## config.mk

```make
export PLATFORM = sky130hd
export DESIGN_NAME = prbs_burst_ctrl
export DESIGN_NICKNAME = d
export VERILOG_FILES = /design/src/rtl/prbs_burst_ctrl.sv
export SDC_FILE = /design/constraint.sdc
export NUM_CORES = 1
export LEC_CHECK = 0
export CAP_MARGIN = 20
export CORE_MARGIN = 5
export CORE_UTILIZATION = 40
export CTS_BUF_LIST = sky130_fd_sc_hd__clkbuf_4 sky130_fd_sc_hd__clkbuf_8
export CTS_CLUSTER_DIAMETER = 120
export DETAILED_ROUTE_END_ITERATION = 10
export GPL_ROUTABILITY_DRIVEN = 0
export PLACE_DENSITY_LB_ADDON = 0.15
export SLEW_MARGIN = 20
export SYNTH_ARGS = -nofsm -noshare
export SYNTH_HDL_FRONTEND = slang
export SYNTH_SLANG_ARGS = --single-unit
```

## constraint.sdc

```tcl
create_clock -name clk_i -period 3.66 [get_ports clk_i]
set_clock_uncertainty 0.05 [all_clocks]
set_input_delay 0.732 -clock clk_i [delete_from_list [all_inputs] [get_ports clk_i]]
set_output_delay 0.732 -clock clk_i [all_outputs]
set_load 0.02 [all_outputs]
```

## src/rtl/prbs_burst_ctrl.sv

```systemverilog
// prbs_burst_ctrl: sequences a PRBS7 generator through seeded bursts
// separated by frozen gaps, and flags which PRBS bits belong to a burst.
//
// state  | meaning
// -------+-------------------------------------------------------------
// IDLE   | waiting for start, PRBS frozen
// LOAD   | one cycle: load captured seed into the PRBS
// RUN    | PRBS running, every bit valid, burst_len cycles
// GAP    | PRBS frozen between bursts, gap_len cycles
// DONE   | one-cycle completion pulse, back to IDLE
module prbs_burst_ctrl #(
  parameter int LEN_W = 16,
  parameter int GAP_W = 8,
  parameter int CNT_W = 8
) (
  input  logic             clk_i,
  input  logic             rst_ni,
  input  logic             start_i,
  input  logic             abort_i,
  input  logic [6:0]       seed_i,
  input  logic [LEN_W-1:0] burst_len_i,
  input  logic [GAP_W-1:0] gap_len_i,
  input  logic [CNT_W-1:0] num_bursts_i,
  input  logic             reseed_i,
  output logic [6:0]       lfsr_init_o,
  output logic             load_prbs_o,
  output logic             freeze_o,
  output logic             bit_valid_o,
  output logic [CNT_W-1:0] burst_idx_o,
  output logic             busy_o,
  output logic             done_o
);

  typedef enum logic [2:0] {
    S_IDLE = 3'd0,
    S_LOAD = 3'd1,
    S_RUN  = 3'd2,
    S_GAP  = 3'd3,
    S_DONE = 3'd4
  } state_t;

  state_t           r_state;
  state_t           w_state_nxt;
  logic [6:0]       r_seed;
  logic [LEN_W-1:0] r_len;
  logic [LEN_W-1:0] r_bit_cnt;
  logic [GAP_W-1:0] r_gap;
  logic [GAP_W-1:0] r_gap_cnt;
  logic [CNT_W-1:0] r_bursts_left;
  logic [CNT_W-1:0] r_burst_idx;
  logic             r_reseed;

  logic w_start;
  logic w_bit_last;
  logic w_gap_last;
  logic w_last_burst;
  logic w_next_burst;

  // abort in IDLE also masks a simultaneous start
  assign w_start      = (r_state == S_IDLE) && start_i && !abort_i;
  assign w_bit_last   = (r_bit_cnt == LEN_W'(1));
  assign w_gap_last   = (r_gap_cnt == GAP_W'(1));
  assign w_last_burst = (r_bursts_left == CNT_W'(1));
  assign w_next_burst = (r_state == S_RUN) && w_bit_last && !w_last_burst && !abort_i;

  // state register
  always_ff @(posedge clk_i) begin
    if (!rst_ni) r_state <= S_IDLE;
    else         r_state <= w_state_nxt;
  end

  // next-state decode; abort overrides everything outside IDLE
  always_comb begin
    w_state_nxt = r_state;
    case (r_state)
      S_IDLE: begin
        if (w_start) begin
          if ((burst_len_i == '0) || (num_bursts_i == '0)) w_state_nxt = S_DONE;
          else                                             w_state_nxt = S_LOAD;
        end
      end
      S_LOAD: w_state_nxt = S_RUN;
      S_RUN: begin
        if (w_bit_last) begin
          if (w_last_burst)     w_state_nxt = S_DONE;
          else if (r_gap != '0) w_state_nxt = S_GAP;
          else if (r_reseed)    w_state_nxt = S_LOAD;
          else                  w_state_nxt = S_RUN;
        end
      end
      S_GAP: begin
        if (w_gap_last) w_state_nxt = r_reseed ? S_LOAD : S_RUN;
      end
      S_DONE: w_state_nxt = S_IDLE;
      default: w_state_nxt = S_IDLE;
    endcase
    if (abort_i && (r_state != S_IDLE)) w_state_nxt = S_IDLE;
  end

  // config capture and burst/bit/gap down-counters (terminal count 1)
  always_ff @(posedge clk_i) begin
    if (!rst_ni) begin
      r_seed        <= 7'h7f;
      r_len         <= '0;
      r_gap         <= '0;
      r_reseed      <= 1'b0;
      r_bit_cnt     <= '0;
      r_gap_cnt     <= '0;
      r_bursts_left <= '0;
      r_burst_idx   <= '0;
    end else begin
      if (w_start) begin
        r_seed        <= (seed_i == 7'h00) ? 7'h7f : seed_i;
        r_len         <= burst_len_i;
        r_gap         <= gap_len_i;
        r_reseed      <= reseed_i;
        r_bursts_left <= num_bursts_i;
        r_burst_idx   <= '0;
      end
      case (r_state)
        S_LOAD: r_bit_cnt <= r_len;
        S_RUN: begin
          if (w_bit_last) begin
            r_bit_cnt <= r_len;
            r_gap_cnt <= r_gap;
          end else begin
            r_bit_cnt <= r_bit_cnt - LEN_W'(1);
          end
        end
        S_GAP: begin
          r_gap_cnt <= r_gap_cnt - GAP_W'(1);
          if (w_gap_last) r_bit_cnt <= r_len;
        end
        default: ;
      endcase
      if (w_next_burst) begin
        r_bursts_left <= r_bursts_left - CNT_W'(1);
        r_burst_idx   <= r_burst_idx + CNT_W'(1);
      end
    end
  end

  assign lfsr_init_o = r_seed;
  assign load_prbs_o = (r_state == S_LOAD);
  assign freeze_o    = (r_state != S_RUN);
  assign bit_valid_o = (r_state == S_RUN);
  assign busy_o      = (r_state == S_LOAD) || (r_state == S_RUN) || (r_state == S_GAP);
  assign done_o      = (r_state == S_DONE);
  assign burst_idx_o = r_burst_idx;

endmodule

```

Word-level counts from Yosys, hierarchy flattened. Index checks and enable logic that the tools add are counted.

Word-level logic and storage cells: 67. Register bits after elaboration: 75. Output and inout bits: 20.

Muxes and demuxes: 18. Reduce and logical (&&, ||, !) cells: 24. Add/subtract/negate cells: 4. Equal/unequal tests: 11. Bitwise gates (word level): 1.

Operators with widths (count): $pmux 16 s3 (1); $mux 8 (5); $mux 16 (2); $eq 16x1->1 const B (1); $eq 8x1->1 const B (2); $logic_not 16->1 (1); $pmux 8 s2 (1); $sub 16x1->16 const B (1); $sub 8x1->8 const B (2); $mux 3 (5); $pmux 3 s4 (1); $add 8x1->8 const B (1); $logic_not 8->1 (1); $reduce_bool 8->1 (1); $logic_not 7->1 (1); $mux 7 (1); $eq 3x2->1 const B (2); $logic_and 1x1->1 (6); $reduce_bool 3->1 (2); $mux 2 (2); $ne 2x2->1 const B (2); $reduce_and 2->1 (2); $reduce_bool 2->1 (2); $eq 3x1->1 const B (1); other kinds (9) (12).

Logic depth before layout (Yosys ltp). Gate-level depths: netlist (run 1).

Word-level depth: 5. Mapped depth: 10. Mapped depth without buffers: 7.

Worst setup path before layout (run 1). No wires, ideal clock.

Path type: register -> register. Start point: reg r_bit_cnt[0]. End point: reg r_bit_cnt[12]. Setup time: 0.127 ns. Cell stages (with the launch flop): 9. Arrival time: 1.995 ns. Path slack: 1.488 ns. Path buffers: 1. Data required time: 3.483 ns. Path through: dfxtp_1 -> inv_1 -> ha_1 -> or3b_2 -> buf_2 -> or3_4 -> or3_1 -> a21oi_1 -> o22ai_1.

Longest elaborated chain between the ends: 3.

Ends and longest elaborated chain: from (decl) (line 46) `logic [LEN_W-1:0] r_bit_cnt;`; from (signal assigned) (line 121) `S_LOAD: r_bit_cnt <= r_len;`; from (signal assigned) (line 124) `r_bit_cnt <= r_len;`; from (signal assigned) (line 127) `r_bit_cnt <= r_bit_cnt - LEN_W'(1);`; $sub 16x1->16 or $eq 16x1->1 (tied branches) (line 127, 61); $mux 16 (*) (line 123) `if (w_bit_last) begin`; $pmux 16 s3 (*) (line 120) `case (r_state)`.

Every way passes the cells marked *; elsewhere a longest branch is shown, timed or not. A chain may end at the register's enable or synchronous reset.

Worst setup path in the final report (run 1).
Start point: reg r_state[1]. End point: out freeze_o.

Longest elaborated chain between the ends: 1.

Ends and longest elaborated chain: from (decl) (line 42) `state_t r_state;`; from (signal assigned) (line 69) `else r_state <= w_state_nxt;`; $ne 3x2->1 (line 145) `assign freeze_o = (r_state != S_RUN);`; to (decl) (line 27) `output logic freeze_o,`.

Every way passes these cells.

==> impl_metrics.sql, run 1 <==
INSERT INTO impl_metrics (metric_group, metric, value, unit) VALUES
('sta', 'finalCriticalPeriod', '2850', 'ps'),
('setup_path', 'crit_family', 'buffers and inverters', ''),
('sta', 'post-route-period-util', '77.8', '%'),
('global_route', 'gr-usage-met3', '4.60', '%'),
('setup_path', 'r2r_setup_slack', '1140', 'ps'),
('logic_synthesis', 'async_flop_share', '0', '%'),
('clock_tree', 'cts_resized', '0', ''),
('global_route', 'grt_busiest_layer', 'met2', ''),
('global_route', 'use_met1', '22.2', '%'),
('logic_synthesis', 'synth.mux.area_fraction', '3.49', '%'),
('setup_path', 'timing.critical_path.slowest_cell_delay', '570', 'ps'),
('layout', 'fin_nets', '589', ''),
('clock_tree', 'cts_clk_pin_slew_worst_paths', '80', 'ps'),
('run', 'number_of_max_cap_violations', '0', ''),
('logic_synthesis', 'syn_nets', '536', ''),
('route', 'num_vias', '3717', ''),
('global_route', 'first_global_vias', '3675', ''),
('clock_tree', 'cts_made_buffers', '9', ''),
('sta', 'rsz_0062_raised_after_global_routing', 'false', ''),
('setup_path', 'timing.critical_path.fanout_max', '10', ''),
('clock_tree', 'cts_hold_repair.buffers', '0', ''),
('logic_synthesis', 'synth-adder-area-share', '2.26', '%'),
('sta', 'timing_hold_violations_final', '0', ''),
('sta', 'timing.setup.tns', '0', 'ps'),
('setup_path', 'critical_path.startpoint_type', 'flip-flop', ''),
('logic_synthesis', 'yosys.area_share.simple', '28.1', '%'),
('power', 'p_leak', '1.72', 'nW'),
('route', 'antenna_left', '0', ''),
('logic_synthesis', 'postSynth.topFlopCell', 'dfxtp_1', ''),
('setup_path', 'slowest_cp_cell', 'clkdlybuf4s50_1', ''),
('layout', 'area_growth', '23.5', '%'),
('worst_hold_path', 'min_delay_path_class', 'flip-flop to flip-flop', ''),
('setup_path', 'crit_required', '2880', 'ps'),
('setup_path', 'worstSetupEndpointType', 'output pin', ''),
('layout', 'most_common_cell_after_layout_fill_and_taps_aside', 'nand2_1', ''),
('clock_tree', 'clock_sink_count', '75', ''),
('layout', 'fraction_of_final_layout_cells_sized_beyond_drive_strength_1', '8.10', '%'),
('setup_path', 'timing.setup.critical_path_class', 'flip-flop to output pin', ''),
('layout', 'postLayoutCellArea', '4780', 'sq um'),
('status', 'result_of_the_run', 'finished clean', ''),
('clock_tree', 'buffer_type_at_the_clock_tree_root', 'clkbuf_8', ''),
('sta', 'worst_slew_margin_rel', '45.0', '%'),
('global_route', 'gr-usage-all-layers', '18.2', '%'),
('global_route', 'grt_start_max_net_pins', '37', ''),
('global_route', 'global_route.overflow_total', '0', ''),
('layout', 'finalNonFillerCells', '676', ''),
('layout', 'diodes', '0', ''),
('logic_synthesis', 'synth.ff_latch_count', '75', ''),
('setup_path', 'crit_path_cell_trace', 'nor3b_4 -> inv_1 -> clkdlybuf4s50_1', ''),
('logic_synthesis', 'synth_area_per_cell', '7.98', 'sq um'),
('layout', 'final_cell_mix', 'nand2_1, dfxtp_1, clkdlybuf4s50_1', ''),
('floorplan', 'fp-row-count', '36', ''),
('floorplan', 'io_pins', '64', ''),
('setup_path', 'worstPathArrival', '2070', 'ps'),
('logic_synthesis', 'yosys.area_share.xor_xnor', '0.679', '%'),
('placed_design', 'port_buffers', '63', ''),
('route', 'detail_route.first_pass.iterations', '5', ''),
('logic_synthesis', 'synth.cell_area', '3870', 'sq um'),
('power', 'max-vdd-ir-drop', '0.177', 'mV'),
('global_route', 'antenna_found_initial', '0', ''),
('logic_synthesis', 'synthesis.instances', '485', ''),
('route', 'dr.first_iter.drc_count', '155', ''),
('logic_synthesis', 'complex_gate_fraction_of_the_synthesized_area', '21.7', '%'),
('sta', 'max_freq', '0.351', 'GHz'),
('route', 'remaining_drc_errors', '0', ''),
('power', 'powerDensity', '397', 'nW/um^2'),
('clock_tree', 'tritoncts', 'done', ''),
('logic_synthesis', 'main_combinational_cell_family_by_area_after_synthesis', 'simple AND/OR/NAND/NOR gates', ''),
('route', 'finalWirelength', '10.3', 'mm'),
('route', 'routed_len_inst', '15.2', 'um'),
('placed_design', 'pre_cts_ws', '1010', 'ps');
[path summary, 6_finish.rpt]
| kind | from | to | cells past startpoint |
|---|---|---|---|
| max | r_state[1] | freeze_o | 3 |
| min | r_len[4] | r_len[4] | 2 |
| max reg2reg | r_state[1] | r_bit_cnt[8] | 5 |
| min reg2reg | r_len[4] | r_len[4] | 2 |
[synth_stat cells (4+ instances only)]
library cell / n / area (sq um)
nand2_1: 94 / 353
dfxtp_1: 75 / 1500
a21oi_1: 53 / 265
nor2_1: 20 / 75.1
o21ai_0: 18 / 90.1
clkbuf_1: 17 / 63.8
o22ai_1: 17 / 106
nand3_1: 16 / 80.1
nor3_1: 16 / 80.1
nor4_1: 14 / 87.6
inv_1: 11 / 41.3
or3_1: 10 / 62.6
buf_2: 9 / 45.0
mux2i_1: 9 / 90.1
nand4_1: 9 / 56.3
ha_1: 7 / 87.6
o21a_1: 6 / 45.0
a211oi_1: 4 / 30.0
mux2_2: 4 / 45.0
nand2b_1: 4 / 25.0
nor3b_1: 4 / 30.0
o31ai_1: 4 / 30.0
[sequential cells by signal (all words and copies together), names as in the netlist]
name           flops
burst_idx_o        8
lfsr_init_o        7
r_gap              8
r_len             16
r_gap_cnt          8
r_bit_cnt         16
r_bursts_left      8
r_reseed           1
r_state            3
[worst register-to-register path, cell delays in order, from the launching register on]
cell,delay [ps]
dfxtp_1,500
nor3b_4,500
and2_0,490
buf_4,330
mux2_2,360
a32o_1,200
[report_power, final]
part	internal (mW)	switching (mW)	leakage [nW]
registers	0.853	0.0388	0.610
logic	0.187	0.229	1.01
clock network	0.279	0.311	0.0932
total	1.32	0.578	1.72
[final cells by class]
type	instances	area, sq um	area share (%)
Multi-Input combinational cell	367	2190	45.7
Sequential cell	75	1500	31.4
Timing Repair Buffer	73	706	14.8
Tap cell	133	166	3.48
Clock buffer	12	153	3.19
Inverter	12	45.0	0.942
Clock inverter	4	26.3	0.549
[routing by layer]
layer,vias to the layer above,wire length (um)
li1,1881,-
met1,1746,4610
met3,14,461
met4,0,169
met2,76,5060
met5,-,0
[stage by stage]
stage               power, mW  util (%)
floorplan                1.18         -
global placement         1.32      48.0
detailed placement       1.32      48.0
CTS                      1.91      49.9
global route             2.00      49.9
finish                   1.90      49.9
[kinds of logic after synthesis]
| family | count (synthesis) |
|---|---|
| and+or+nand+nor | 213 |
| AOI/OAI and AO/OA | 131 |
| DFF | 75 |
| buffers and inverters | 43 |
| muxes | 13 |
| adders and majority gates | 7 |
| xor gates and xnor gates | 3 |
(Power assumes the default switching activity.)
==> run 2, diff against run 1 <==
- clock period: 3.66 -> 2.61 ns (I/O delays scaled with it)
==> run 2 against run 1 <==
  * First-iteration DRC count is 1.3% lower
  * Register-to-register slack worse by 950 ps
  * Routed wire length is 2.0% higher
  * Worst setup slack worse by 660 ps
  * Largest power group unchanged
==> impl_metrics.sql, run 2 (synthesis gave the netlist of run 1 again) <==
INSERT INTO impl_metrics (metric_group, metric, value, unit) VALUES
('sta', 'transition_time_at_the_pin_with_the_least_slew_margin', '683', 'ps'),
('placed_design', 'dp_hpwl', '7.55', 'mm'),
('layout', 'postLayoutCellArea', '4930', 'sq um'),
('global_route', 'gr-usage-all-layers', '18.8', '%'),
('setup_path', 'worst-path-buf-inv', '2', ''),
('layout', 'most_common_cell_after_layout_fill_and_taps_aside', 'nand2_1', ''),
('route', 'finalWirelength', '10.5', 'mm'),
('sta', 'timing_hold_violations_final', '0', ''),
('route', 'num_vias', '3772', ''),
('power', 'combPwrFrac', '21.6', '%'),
('global_route', 'first_global_vias', '3644', ''),
('sta', 'rsz_0062_raised_after_global_routing', 'false', ''),
('setup_path', 'critical_path.startpoint_type', 'flip-flop', ''),
('power', 'max-vdd-ir-drop', '0.322', 'mV'),
('floorplan', 'die_x', '108', 'um'),
('clock_tree', 'tritoncts', 'done', ''),
('placed_design', 'dpl.cell_count', '669', ''),
('power', 'powerDensity', '571', 'nW/um^2'),
('clock_tree', 'max-clock-path-buffers', '2', ''),
('sta', 'post-route-period-util', '94.2', '%'),
('power', 'share_clk_of_total_power', '33.9', '%'),
('clock_tree', 'cts_clk_pin_slew_worst_paths', '80', 'ps'),
('global_route', 'global_route.overflow_total', '0', ''),
('power', 'sequentialPowerShare', '44.4', '%'),
('layout', 'finalNonFillerCells', '689', ''),
('floorplan', 'core-area', '9590', 'sq um'),
('layout', 'fin_nets', '602', ''),
('route', 'antenna_left', '0', ''),
('clock_tree', 'clock_sink_count', '75', ''),
('power', 'internal_power', '2.00', 'mW'),
('setup_path', 'crit_path_cell_trace', 'nor3b_4 -> buf_4 -> clkdlybuf4s50_1', ''),
('layout', 'diodes', '0', ''),
('setup_path', 'timing.critical_path.slowest_cell_delay', '610', 'ps'),
('setup_path', 'timing.setup.critical_path_class', 'flip-flop to output pin', ''),
('global_route', 'grt_first_pass_wirelength', '17.7', 'mm'),
('placed_design', 'dpl_cell_area', '4680', 'sq um'),
('sta', 'post-route-worst-setup-slack', '151', 'ps'),
('route', 'remaining_drc_errors', '0', ''),
('clock_tree', 'buffer_type_at_the_clock_tree_root', 'clkbuf_8', ''),
('setup_path', 'timing.critical_path.fanout_max', '12', ''),
('clock_tree', 'cts-htree-levels', '3', ''),
('setup_path', 'crit_required', '2040', 'ps'),
('layout', 'final_cell_mix', 'nand2_1, dfxtp_1, clkdlybuf4s50_1', ''),
('setup_path', 'worstSetupEndpointType', 'output pin', ''),
('layout', 'fraction_of_final_layout_cells_sized_beyond_drive_strength_1', '10.6', '%'),
('setup_path', 'crit_family', 'buffers and inverters', ''),
('placed_design', 'pre_cts_ws', '103', 'ps'),
('route', 'dr.first_iter.drc_count', '153', ''),
('sta', 'max_freq', '0.407', 'GHz'),
('setup_path', 'slowest_cp_cell', 'clkdlybuf4s50_1', ''),
('status', 'result_of_the_run', 'finished clean', ''),
('floorplan', 'floorplan.initialDensity', '40.4', '%'),
('sta', 'finalCriticalPeriod', '2460', 'ps'),
('run', 'number_of_max_cap_violations', '0', ''),
('placed_design', 'port_buffers', '63', ''),
('route', 'detail_route.first_pass.iterations', '4', ''),
('floorplan', 'io_pins', '64', ''),
('power', 'power.net_switching', '0.820', 'mW'),
('sta', 'timing.setup.tns', '0', 'ps'),
('floorplan', 'die_area', '11700', 'sq um'),
('layout', 'layout_top_registers', 'r_bit_cnt: 16 flops, r_len: 16 flops', ''),
('power', 'switching_share', '29.1', '%'),
('clock_tree', 'cts_made_buffers', '9', ''),
('worst_hold_path', 'min_delay_path_class', 'flip-flop to flip-flop', ''),
('sta', 'maxSlewViolCount', '0', ''),
('sta', 'worst_slew_margin_rel', '54.1', '%'),
('route', 'viasPerCell', '5.47', ''),
('clock_tree', 'clkLatencyLatePin', '350', 'ps'),
('floorplan', 'fp-row-count', '36', ''),
('global_route', 'grt_start_max_net_pins', '44', ''),
('power', 'p_leak', '1.80', 'nW'),
('layout', 'area_growth', '27.4', '%'),
('sta', 'finalSetupViolCount', '0', ''),
('global_route', 'antenna_found_initial', '0', ''),
('route', 'routed_len_inst', '15.3', 'um'),
('floorplan', 'die-height', '108', 'um'),
('setup_path', 'worstPathArrival', '1890', 'ps');
-- run 2: cell count changes in the layout (fill, tap and decap cells not counted), sizes merged --
| cell | delta |
|---|---|
| buf | +13 |
| clkinv | -1 |
| bufinv | +1 |
-- run 2: final timing paths --
| check | from | to | slack, ps | cells past startpoint |
|---|---|---|---|---|
| worst min register to register | r_len[10] | r_len[10] | 410 | 2 |
| worst max-delay path | r_state[2] | bit_valid_o | 150 | 3 |
| worst min-delay path | r_len[10] | r_len[10] | 410 | 2 |
| worst max register to register | r_bit_cnt[0] | r_gap_cnt[0] | 190 | 8 |
-- run 2: worst reg2reg max path: stages (launching register included) --
cell	delay [ps]
dfxtp_1	420
ha_1	170
nor4b_1	290
nand4_2	360
buf_4	290
a211oi_4	190
buf_4	200
a21oi_1	100
a221oi_2	290
-- run 2: timing repair --
action | in CTS | in global routing
gates resized for setup | 1 | 1
hold endpoints to repair | 0 | 0
setup endpoints to repair | 1 | 7
cloned | 0 | 0
pin swaps | 0 | 2
setup buffers | 0 | 4
hold buffers | 0 | 0
-- run 2: final cells by class --
class	count	area, sq um
Inverter	12	45.0
Timing Repair Buffer	86	816
Multi-Input combinational cell	367	2190
Fill cell	926	4660
Tap cell	133	166
Clock buffer	12	165
Sequential cell	75	1500
Clock inverter	4	47.5
-- run 2: power by group through the flow --
stage / logic (mW) / clock network (mW) / registers, mW
after floorplan: 0.394 / 0 / 1.26
after global placement: 0.596 / 0 / 1.28
after detailed placement: 0.603 / 0 / 1.28
after CTS: 0.606 / 0.982 / 1.25
after global routing: 0.680 / 1.03 / 1.26
final: 0.610 / 0.955 / 1.25
-- run 2: through the flow --
step / hold WS, ps / utilization (%) / total power [mW]
after floorplan: 383 / - / 1.66
after global placement: 401 / 48.8 / 1.87
after detailed placement: 400 / 48.8 / 1.88
after CTS: 410 / 51.1 / 2.84
after global routing: 427 / 51.4 / 2.97
final: 410 / 51.4 / 2.82
-- run 2: per-layer routing --
metal  up-vias  GRT usage [%]  part of all wire, %
met5         -              0                    0
met4         0           5.86                  1.5
met3        11           3.04                  3.5
met2        78           32.6                   50
met1      1783           23.8                   45
li1       1900              -                    -
==> RTL edit 1, RTL diff (settings of run 1) <==
Register the inputs `start_i`, `abort_i`, `seed_i`, `gap_len_i` and `reseed_i` before use, without a reset. The logic sees them one clock later.
--- a/src/rtl/prbs_burst_ctrl.sv
+++ b/src/rtl/prbs_burst_ctrl.sv
@@ -41,2 +41,16 @@
 
+  logic start_q;
+  logic abort_q;
+  logic [6:0] seed_q;
+  logic [GAP_W-1:0] gap_len_q;
+  logic reseed_q;
+
+  always_ff @(posedge clk_i) begin
+    start_q   <= start_i;
+    abort_q   <= abort_i;
+    seed_q    <= seed_i;
+    gap_len_q <= gap_len_i;
+    reseed_q  <= reseed_i;
+  end
+
   state_t           r_state;
@@ -59,3 +73,3 @@
   // abort in IDLE also masks a simultaneous start
-  assign w_start      = (r_state == S_IDLE) && start_i && !abort_i;
+  assign w_start      = (r_state == S_IDLE) && start_q && !abort_q;
   assign w_bit_last   = (r_bit_cnt == LEN_W'(1));
@@ -63,3 +77,3 @@
   assign w_last_burst = (r_bursts_left == CNT_W'(1));
-  assign w_next_burst = (r_state == S_RUN) && w_bit_last && !w_last_burst && !abort_i;
+  assign w_next_burst = (r_state == S_RUN) && w_bit_last && !w_last_burst && !abort_q;
 
@@ -96,3 +110,3 @@
     endcase
-    if (abort_i && (r_state != S_IDLE)) w_state_nxt = S_IDLE;
+    if (abort_q && (r_state != S_IDLE)) w_state_nxt = S_IDLE;
   end
@@ -112,6 +126,6 @@
       if (w_start) begin
-        r_seed        <= (seed_i == 7'h00) ? 7'h7f : seed_i;
+        r_seed        <= (seed_q == 7'h00) ? 7'h7f : seed_q;
         r_len         <= burst_len_i;
-        r_gap         <= gap_len_i;
-        r_reseed      <= reseed_i;
+        r_gap         <= gap_len_q;
+        r_reseed      <= reseed_q;
         r_bursts_left <= num_bursts_i;
Formal check against the unedited RTL: not equivalent (Yosys sat finds a counterexample within 4 cycles, from zero or initial values and one cycle with rst_ni low).
==> RTL edit 1 against run 1 <==
Highest routed layer unchanged. Routed wire length rose by 5.4%. Sequential cell count rose by 18. Worst setup slack got worse by 65 ps. Count of clock-buffer cells in the layout fell by 3. Die area rose by 7.2%. Synthesized area rose by 8.0%. Global-route usage fell by 1.1 points. Critical endpoint is now bit_valid_o. Design area rose by 7.0%.
Power is not compared: it rests on default switching activity, and its combinational part moved more than twofold at a synthesized area within 25%.
==> RTL edit 1: results <==
group,metric,value,unit
power,total_power,3.18,mW
layout,fillCellCount,1011,
yosys,muxShareOfSynthArea,2.66,%
grt,grt_first_pass_wirelength,17900,um
yosys,ys_seq_area_share,44.5,%
yosys,syn_nets,555,
yosys,synthXorXnorAreaFrac,0.838,%
critical_path,crit_fanout,11,
place,dp.cells,680,
drt,wl_met1,5150,um
layout,areaGrowthSynthToFinish,22.4,%
critical_path,r2r_slack,960,ps
place,place_area,0.00492,sq mm
yosys,yosysUniqueCellTypes,59,
sta,hold_slack,391,ps
grt,grt_max_degree,46,
drt,wire_per_inst,15.6,um
drt,dr_wl_met3,688,um
run_status,outcome,"completed",
critical_path,cp.arrival,2130,ps
critical_path,reg2reg_depth,7,
grt,grtUsageMet1,24.4,%
place,post-place-ws,986,ps
yosys,synth_common_cells,"93 x dfxtp_1, 84 x nand2_1, 55 x a21oi_1",
layout,finalNonFillerCells,696,
grt,met3_usage,3.99,%
place,hpwl,7780,um
grt,met2_usage,25.9,%
yosys,synth_compound_area_share,20.5,%
drt,viasPerCell,5.64,
layout,drive_gt1_share,6.96,%
sta,finalWorstSetupSlack,746,ps
layout,nets,606,
grt,grt_usage,17.1,%
drt,first_iter_violations,220,
RTL edit 1: cell count changes after synthesis, sizes merged, moves of 4 or more:
cell	run 1	this run
dfxtp	75	93
nand2	94	84
clkbuf	17	24
buf	14	8
a22oi	0	5
nand3	16	20
o211ai	3	7
o21ai	19	15
or4	3	7
RTL edit 1: area by class of cell:
class / count / share of cell area, %
Multi-Input combinational cell: 365 / 41.9
Sequential cell: 93 / 36.4
Timing Repair Buffer: 72 / 13.6
Tap cell: 136 / 3.32
Clock buffer: 9 / 2.42
Clock inverter: 7 / 1.30
Inverter: 14 / 1.03
RTL edit 1: worst paths after layout:
kind                start             end
max            r_state[1]     bit_valid_o
min          gap_len_q[0]        r_gap[0]
max reg2reg    r_state[1]  burst_idx_o[3]
min reg2reg  gap_len_q[0]        r_gap[0]
RTL edit 1: critical path, cell delays in order (launching register included):
cell	delay, ps
dfxtp_1	500
nor2b_4	210
and2b_1	350
clkdlybuf4s50_1	710
==> RTL edit 2, RTL diff (flow settings as in run 1) <==
Made on the original files. `LEN_W`: 16 -> 32.
--- a/src/rtl/prbs_burst_ctrl.sv
+++ b/src/rtl/prbs_burst_ctrl.sv
@@ -11,3 +11,3 @@
 module prbs_burst_ctrl #(
-  parameter int LEN_W = 16,
+  parameter int LEN_W = 32,
   parameter int GAP_W = 8,
Ports: changed (resized burst_len_i); port bits go from 64 to 80. The function was not compared with the original's and may differ.
==> RTL edit 2 against run 1 <==
Routed wire length up 55%. Design area up 39%. Sequential cell count increased by 32. Synthesized area grew 41%. Clock power up 31%. Worst setup slack lost 400 ps. Sequential power increased by 48%. Count of clock-buffer cells in the layout fell by 1. Final cell count grew 41%. Worst hold slack got worse by 1.2 ps. Power increased by 69%. Largest cell class unchanged.
==> RTL edit 2: results <==
group,metric,value,unit
grt,grt_first_pass_wirelength,26800,um
clocking,cts_root_buf,"clkbuf_8",
yosys,yosysUniqueCellTypes,60,
drt,first_iter_violations,513,
grt,grt_usage,19.9,%
layout,biggestRegsByFlops,"r_bit_cnt (32), r_len (32)",
place,io_buffer_count,79,
layout,finalNonFillerCells,953,
layout,utilization,49.9,%
yosys,yosysWarnings,0,
place,place_area,0.00641,sq mm
run_status,outcome,"completed",
yosys,synthXorXnorAreaFrac,0.482,%
place,dp.cells,937,
place,post-place-ws,628,ps
drt,wire_per_inst,16.7,um
yosys,ys_seq_area_share,39.3,%
yosys,yosys-top-cells-area,"dfxtp_1 39%, nand2_1 9.5%, a21oi_1 7.7%",
grt,grt_max_degree,57,
power,vdd_drop_max,0.256,mV
yosys,synth_common_cells,"138 x nand2_1, 107 x dfxtp_1, 84 x a21oi_1",
sta,setup_tns,0,ps
grt,antenna_found_initial,0,
layout,nets,839,
power,switching_share,36.6,%
critical_path,crit_fanout,12,
drt,first_pass_iters,5,
power,p_leak,2.34,nW
yosys,synth_adder_area_share,1.61,%
clocking,clkTransAtPathRegs,100,ps
grt,overflow,0,
clocking,clk_latency,390,ps
grt,grt_pass1_vias,5531,
layout,fillCellCount,1303,
min_path,hold_class,"flop to flop",
drt,vias,5619,
yosys,synth_compound_area_share,23.8,%
place,hpwl,11100,um
clocking,clockBufferDepth,2,
yosys,syn_nets,783,
yosys,muxShareOfSynthArea,0.367,%
layout,drive_gt1_share,7.08,%
yosys,syn_area_per_cell,7.62,sq um
sta,max-slew-margin-rel,35.1,%
-- RTL edit 2: cell types whose count changed after synthesis, moves of 11 or more --
cell	run 1	this run
dfxtp_1	75	107
o21ai_0	18	35
a21oi_1	53	84
nand2_1	94	138
nand3_1	16	27
clkbuf_1	17	42
nor4_1	14	33
-- RTL edit 2: layer usage --
| layer | up-vias | GRT usage (%) | routed length, um |
|---|---|---|---|
| li1 | 2759 | - | - |
| met1 | 2689 | 26.2 | 7270 |
| met2 | 156 | 32.7 | 7620 |
| met3 | 15 | 5.46 | 941 |
| met4 | 0 | 4.16 | 131 |
| met5 | - | 0 | 0 |
-- RTL edit 2: layout make-up --
type / count / share of cell area (%)
clock buffer: 11 / 2.28
clock inverter: 5 / 0.887
inverter: 13 / 0.736
multi-input combinational: 541 / 46.1
sequential: 107 / 32.3
tap: 176 / 3.32
timing repair buffer: 100 / 14.4
-- RTL edit 2: worst paths after layout --
| path | slack, ps | depth (start not counted) | start | to |
|---|---|---|---|---|
| max | 410 | 5 | r_state[1] | bit_valid_o |
| min | 410 | 2 | r_len[28] | r_len[28] |
| max reg2reg | 630 | 7 | r_bit_cnt[17] | burst_idx_o[4] |
| min reg2reg | 410 | 2 | r_len[28] | r_len[28] |
-- RTL edit 2: power by group through the flow --
| stage | Clock (mW) | Sequential [mW] | Combinational, mW |
|---|---|---|---|
| detailed placement | 0 | 1.35 | 1.09 |
| floorplan | 0 | 1.32 | 0.762 |
| global placement | 0 | 1.34 | 1.07 |
| CTS | 0.797 | 1.32 | 1.10 |
| global route | 0.847 | 1.33 | 1.23 |
| finish | 0.775 | 1.32 | 1.11 |
-- RTL edit 2: worst max-delay path: stages, from the launching register on --
cell	delay, ps
dfxtp_1	500
nor2b_1	440
nand2_1	230
buf_4	240
clkinv_1	70
clkdlybuf4s50_1	600
